### src/rtl/cmd_dispatcher.sv
// Command-issue front end: pops decoded register commands, holds writes that would
// disturb in-flight rendering, issues single-cycle strobes and returns read data.
module cmd_dispatcher #(
    parameter int unsigned STALL_TIMEOUT = 65535
) (
    input  logic        clk,
    input  logic        rst_n,
    input  logic        fifo_empty,
    input  logic [71:0] fifo_rdata,
    output logic        fifo_rd_en,
    output logic        cmd_valid,
    output logic        cmd_rw,
    output logic [6:0]  cmd_addr,
    output logic [63:0] cmd_wdata,
    input  logic [63:0] cmd_rdata,
    input  logic        tri_ready,
    input  logic        gpu_busy,
    output logic        rd_valid,
    output logic [63:0] rd_data,
    input  logic        rd_ready,
    output logic        stall_err
);

    localparam logic [1:0] ST_IDLE    = 2'd0;
    localparam logic [1:0] ST_WAIT    = 2'd1;
    localparam logic [1:0] ST_ISSUE   = 2'd2;
    localparam logic [1:0] ST_RD_HOLD = 2'd3;

    localparam logic [6:0]  ADDR_VERTEX = 7'h02;
    localparam logic [15:0] STALL_LAST  = 16'(STALL_TIMEOUT - 1);
    localparam logic [15:0] STALL_MAX   = 16'hFFFF;

    // Registers that must not change while the rasterizer/clear engine is active.
    function automatic logic is_barrier(input logic [6:0] addr);
        logic hit;
        case (addr)
            7'h04, 7'h05, 7'h06, 7'h08, 7'h0A, 7'h0B, 7'h31: hit = 1'b1;
            default:                                         hit = 1'b0;
        endcase
        return hit;
    endfunction

    function automatic logic gate_open(input logic [71:0] cmd,
                                       input logic        tri_rdy,
                                       input logic        busy);
        logic ok;
        if (cmd[71]) begin
            ok = 1'b1;
        end else if (cmd[70:64] == ADDR_VERTEX) begin
            ok = tri_rdy;
        end else if (is_barrier(cmd[70:64])) begin
            ok = ~busy;
        end else begin
            ok = 1'b1;
        end
        return ok;
    endfunction

    logic [1:0]  state_q,     state_d;
    logic [71:0] hold_q,      hold_d;
    logic        cmd_valid_q, cmd_valid_d;
    logic        rd_valid_q,  rd_valid_d;
    logic [63:0] rd_data_q,   rd_data_d;
    logic [15:0] stall_cnt_q, stall_cnt_d;
    logic        stall_err_q, stall_err_d;
    logic        pop_s;
    logic        gate_s;

    assign gate_s = gate_open(hold_q, tri_ready, gpu_busy);

    // Next-state logic: dispatch sequencing, pops, readback capture and watchdog.
    always_comb begin
        state_d     = state_q;
        hold_d      = hold_q;
        cmd_valid_d = 1'b0;
        rd_valid_d  = rd_valid_q;
        rd_data_d   = rd_data_q;
        stall_cnt_d = stall_cnt_q;
        stall_err_d = stall_err_q;
        pop_s       = 1'b0;
        case (state_q)
            ST_IDLE: begin
                if (!fifo_empty) begin
                    pop_s       = 1'b1;
                    hold_d      = fifo_rdata;
                    stall_cnt_d = 16'd0;
                    state_d     = ST_WAIT;
                end else begin
                    state_d = ST_IDLE;
                end
            end
            ST_WAIT: begin
                if (gate_s) begin
                    cmd_valid_d = 1'b1;
                    state_d     = ST_ISSUE;
                end else begin
                    if (stall_cnt_q != STALL_MAX) begin
                        stall_cnt_d = stall_cnt_q + 16'd1;
                    end else begin
                        stall_cnt_d = stall_cnt_q;
                    end
                    if (stall_cnt_q == STALL_LAST) begin
                        stall_err_d = 1'b1;
                    end else begin
                        stall_err_d = stall_err_q;
                    end
                end
            end
            ST_ISSUE: begin
                if (hold_q[71]) begin
                    rd_data_d  = cmd_rdata;
                    rd_valid_d = 1'b1;
                    state_d    = ST_RD_HOLD;
                end else if (!fifo_empty) begin
                    // Chain the next command straight into WAIT: two cycles per write.
                    pop_s       = 1'b1;
                    hold_d      = fifo_rdata;
                    stall_cnt_d = 16'd0;
                    state_d     = ST_WAIT;
                end else begin
                    state_d = ST_IDLE;
                end
            end
            ST_RD_HOLD: begin
                if (rd_ready) begin
                    rd_valid_d = 1'b0;
                    state_d    = ST_IDLE;
                end else begin
                    state_d = ST_RD_HOLD;
                end
            end
            default: begin
                state_d = ST_IDLE;
            end
        endcase
    end

    // State and output registers; reset discards any command already popped.
    always_ff @(posedge clk or negedge rst_n) begin
        if (!rst_n) begin
            state_q     <= ST_IDLE;
            hold_q      <= 72'd0;
            cmd_valid_q <= 1'b0;
            rd_valid_q  <= 1'b0;
            rd_data_q   <= 64'd0;
            stall_cnt_q <= 16'd0;
            stall_err_q <= 1'b0;
        end else begin
            state_q     <= state_d;
            hold_q      <= hold_d;
            cmd_valid_q <= cmd_valid_d;
            rd_valid_q  <= rd_valid_d;
            rd_data_q   <= rd_data_d;
            stall_cnt_q <= stall_cnt_d;
            stall_err_q <= stall_err_d;
        end
    end

    // Pop is masked during reset so the FIFO never loses an entry the core ignores.
    assign fifo_rd_en = pop_s & rst_n;
    assign cmd_valid  = cmd_valid_q;
    assign cmd_rw     = hold_q[71];
    assign cmd_addr   = hold_q[70:64];
    assign cmd_wdata  = hold_q[63:0];
    assign rd_valid   = rd_valid_q;
    assign rd_data    = rd_data_q;
    assign stall_err  = stall_err_q;

endmodule

### config.mk
export PLATFORM = sky130hd
export DESIGN_NAME = cmd_dispatcher
export DESIGN_NICKNAME = d
export VERILOG_FILES = /design/src/rtl/cmd_dispatcher.sv
export SDC_FILE = /design/constraint.sdc
export NUM_CORES = 1
export LEC_CHECK = 0
export BUFFER_PORTS_ARGS = -buffer_cell sky130_fd_sc_hd__buf_2
export CAP_MARGIN = 10
export CORE_MARGIN = 10
export CORE_UTILIZATION = 45
export CTS_BUF_LIST = sky130_fd_sc_hd__clkbuf_4 sky130_fd_sc_hd__clkbuf_8
export DETAILED_ROUTE_END_ITERATION = 10
export PLACE_DENSITY = 0.77
export SETUP_SLACK_MARGIN = 0.4
export SYNTH_ARGS = -nofsm -noshare
export SYNTH_HDL_FRONTEND = slang
export SYNTH_SLANG_ARGS = --single-unit
### constraint.sdc
create_clock -name clk -period 2.96 [get_ports clk]
set_clock_uncertainty 0.05 [all_clocks]
set_input_delay 0.592 -clock clk [delete_from_list [all_inputs] [get_ports clk]]
set_output_delay 0.592 -clock clk [all_outputs]
set_load 0.005 [all_outputs]
==> flow_metrics.env <==
export IMPL_status="completed"
export IMPL_dp_final_hpwl_mm=13.1
export IMPL_synth_largest_area_cell="dfrtp_1"
export IMPL_crit_path_top_delay_cell="dfrtp_1"
export IMPL_hold_path_class="in -> async"
export IMPL_grtUsageTotal_pct=17.8
export IMPL_synthAdderAreaFrac_pct=0.392
export IMPL_routedWlPerCell_um=16.6
export IMPL_dieArea_um2=19400
export IMPL_rows=43
export IMPL_p_leak_uw=0.00444
export IMPL_fin_total_pwr_uw=8360
export IMPL_p_per_area_nw_per_um2=1000
export IMPL_clockRootBuffer="clkbuf_8"
export IMPL_netlist_area_um2=6380
export IMPL_grt_pass1_vias=5416
export IMPL_synthSimpleGateAreaFrac_pct=19.3
export IMPL_cap_violations=0
export IMPL_grt_ovfl_total=0
export IMPL_reg2reg_setup_slack_ns=0.73
export IMPL_port_buffer_count=281
export IMPL_drcViolationCount=0
export IMPL_vias=5125
export IMPL_synth_top_family_by_area="simple AND/OR/NAND/NOR gates"
export IMPL_finalNonFillerCells=1058
export IMPL_grt_antenna_before_repair=1
export IMPL_postLayoutCoreUtil_pct=60.3
export IMPL_drive_gt1_share_pct=45.5
export IMPL_r2r_end="stall_cnt_q[11]$_DFFE_PN0P_"
export IMPL_ant_nets=0
export IMPL_synth_area_top_cells="dfrtp_1 (62%), nand2_1 (14%), mux2_2 (11%)"
export IMPL_rsz0062_at_grt="false"
export IMPL_synth_edff_count=0
export IMPL_initial_core_util_pct=46.0
export IMPL_yosys_register_bits=157
export IMPL_area_growth_pct=31.0
export IMPL_ys_types=47
export IMPL_ff2ff_path_depth=6
export IMPL_post_cts_setup_buffers=0
export IMPL_crit_chain="nor2_1 -> and3_1 -> buf_2"
export IMPL_cts_hold_buf=0
export IMPL_ys_flop_type="dfrtp_1"
export IMPL_final_nets=1011
export IMPL_clk_pin_slew_worst_paths_ns=0.09
export IMPL_cts_tree="yes"
export IMPL_cp_max_fo=7
export IMPL_core_area_um2=13900
export IMPL_tightest_slew_ns=0.823
export IMPL_worstPathRequired_ns=2.32
export IMPL_rr_startpoint="hold_q[67]$_DFFE_PN0P_"
export IMPL_die_x_um=139
export IMPL_place_congestion=0.806
export IMPL_ir_worst_vdd_mv=0.560
export IMPL_cts_resized=0
export IMPL_max_slew_margin_rel_pct=45.1
export IMPL_grt_max_degree=158
export IMPL_synth_fp_nets=734
export IMPL_fin_hold_ws_ns=0.229
export IMPL_tns_ns=0
export IMPL_hold_violations=0
export IMPL_dp_cells=1028
export IMPL_via_per_inst=4.84
export IMPL_ios=282
export IMPL_fmax_mhz=443
export IMPL_cts_max_level=4
export IMPL_ys_seq_area_share_pct=61.5
export IMPL_critPathLaunch="state_q[0]$_DFFE_PN0P_"
export IMPL_cp_start_kind="flip-flop"
export IMPL_setup_viol=0
export IMPL_drt_iter0_drc=294
export IMPL_numCtsBuffers=17
export IMPL_synth_top_area_share_pct=61.5
export IMPL_drt_wl_total_mm=17.5
export IMPL_fin_crit_ns=2.26
export IMPL_path_class="reg -> out"
export IMPL_clkLatencyLatePin_ns=0.44
export IMPL_max_stage_delay_ns=0.47
export IMPL_synth_area_per_cell_um2=10.8
export IMPL_endpoint_kind="primary output"
export IMPL_cts_sinks=157
export IMPL_grt_pass1_wl_mm=28.0
export IMPL_period_share_pct=76.3
export IMPL_postSynthCellCount=590
export IMPL_async_flop_share_pct=100
export IMPL_slew_viol_final=0
export IMPL_synthMuxAreaShare_pct=11.8
export IMPL_yosys_area_share_xor_xnor_pct=0.274
export IMPL_firstDrtPassIters=4
export IMPL_synth_compound_area_share_pct=4.27
export IMPL_clk_path_buf_depth=2
export IMPL_arrival_ns=1.62
export IMPL_die_h_um=139
export IMPL_yosysWarnings=0
-- critical path, delay by kind of cell, from the launching register on --
kind          cells  cell delay (ns)
simple gates      2             0.59
buf+inv           1             0.12
flops             1             0.47
-- cell families after synthesis --
group           count (synthesis)
flops                         157
simple gates                  288
compound gates                 39
buf+inv                        35
mux                            67
xor+xnor                        2
fa+ha+maj                       2
-- metal layers --
layer / vias up / part of all wire (%) / wire [um] / global-route usage, %
li1: 2494 / - / - / -
met1: 2412 / 36 / 6400 / 18.6
met2: 196 / 50 / 8790 / 29.1
met3: 23 / 11 / 2000 / 9.86
met4: 0 / 2.0 / 349 / 7.08
met5: - / 0 / 0 / 0
-- final cells by class --
cell class / count / area (um2)
well taps: 180 / 225
inverters: 5 / 18.8
repair buffers: 288 / 1500
clock buffers: 22 / 297
multi-input cells: 398 / 2300
clock inverters: 7 / 88.8
flip-flops and latches: 157 / 3930
diodes: 1 / 2.50
fillers: 1193 / 5520
-- layout by cell type, fill, tap and decap left out, types with 3 or more instances in the layout --
cell type and count:
a21oi_1 12, and3_1 3, buf_12 3, buf_2 280, buf_4 4, clkbuf_8 21
clkinv_2 4, dfrtp_1 157, inv_1 5, mux2_2 64, mux2i_1 3, nand2_1 232
nand3_1 11, nand4_1 3, nor2_1 10, nor2b_1 3, nor3_1 4, o21ai_0 8
o31ai_1 3, or2_2 3
-- stage by stage --
| stage | area [um2] | worst slack (ns) |
|---|---|---|
| CTS | 8360 | 0.553 |
| global route | 8370 | 0.600 |
| floorplan | 6380 | 0.966 |
| detailed placement | 7980 | 0.586 |
| global placement | 7980 | 0.675 |
| finish | 8370 | 0.701 |
-- synth_stat cells, types with 3 or more instances --
cell and n:
nor2_1 10, clkbuf_1 19, mux2i_1 3, nor2b_1 3, nand2_1 233, o21ai_0 8, dfrtp_1 157, inv_1 5
and3_1 3, nand4_1 3, a21oi_1 12, nand3_1 11, nor3_1 4, or2_2 3, o31ai_1 3, buf_1 6
mux2_2 64, buf_2 3
-- worst max path at each step --
stage	to	slack, ns	depth (start not counted)
3_5_place_dp	stall_cnt_q[11]$_DFFE_PN0P_	0.59	6
4_1_cts	stall_cnt_q[11]$_DFFE_PN0P_	0.55	6
6_report	fifo_rd_en	0.70	3
5_1_grt	stall_cnt_q[11]$_DFFE_PN0P_	0.60	6
2_1_floorplan	stall_cnt_q[11]$_DFFE_PN0P_	0.97	7
3_3_place_gp	stall_cnt_q[11]$_DFFE_PN0P_	0.68	6
-- sequential cells by signal, summed over array words and instances, names as in the netlist --
register / cells
rd_valid: 1
stall_cnt_q: 16
cmd_valid: 1
stall_err: 1
rd_data: 64
hold_q: 72
state_q: 2
-- power by group --
| part | switching, uW | internal [uW] |
|---|---|---|
| combinational | 1620 | 1560 |
| sequential | 505 | 3110 |
| clock | 741 | 830 |
Power figures use the tool's default switching activity.
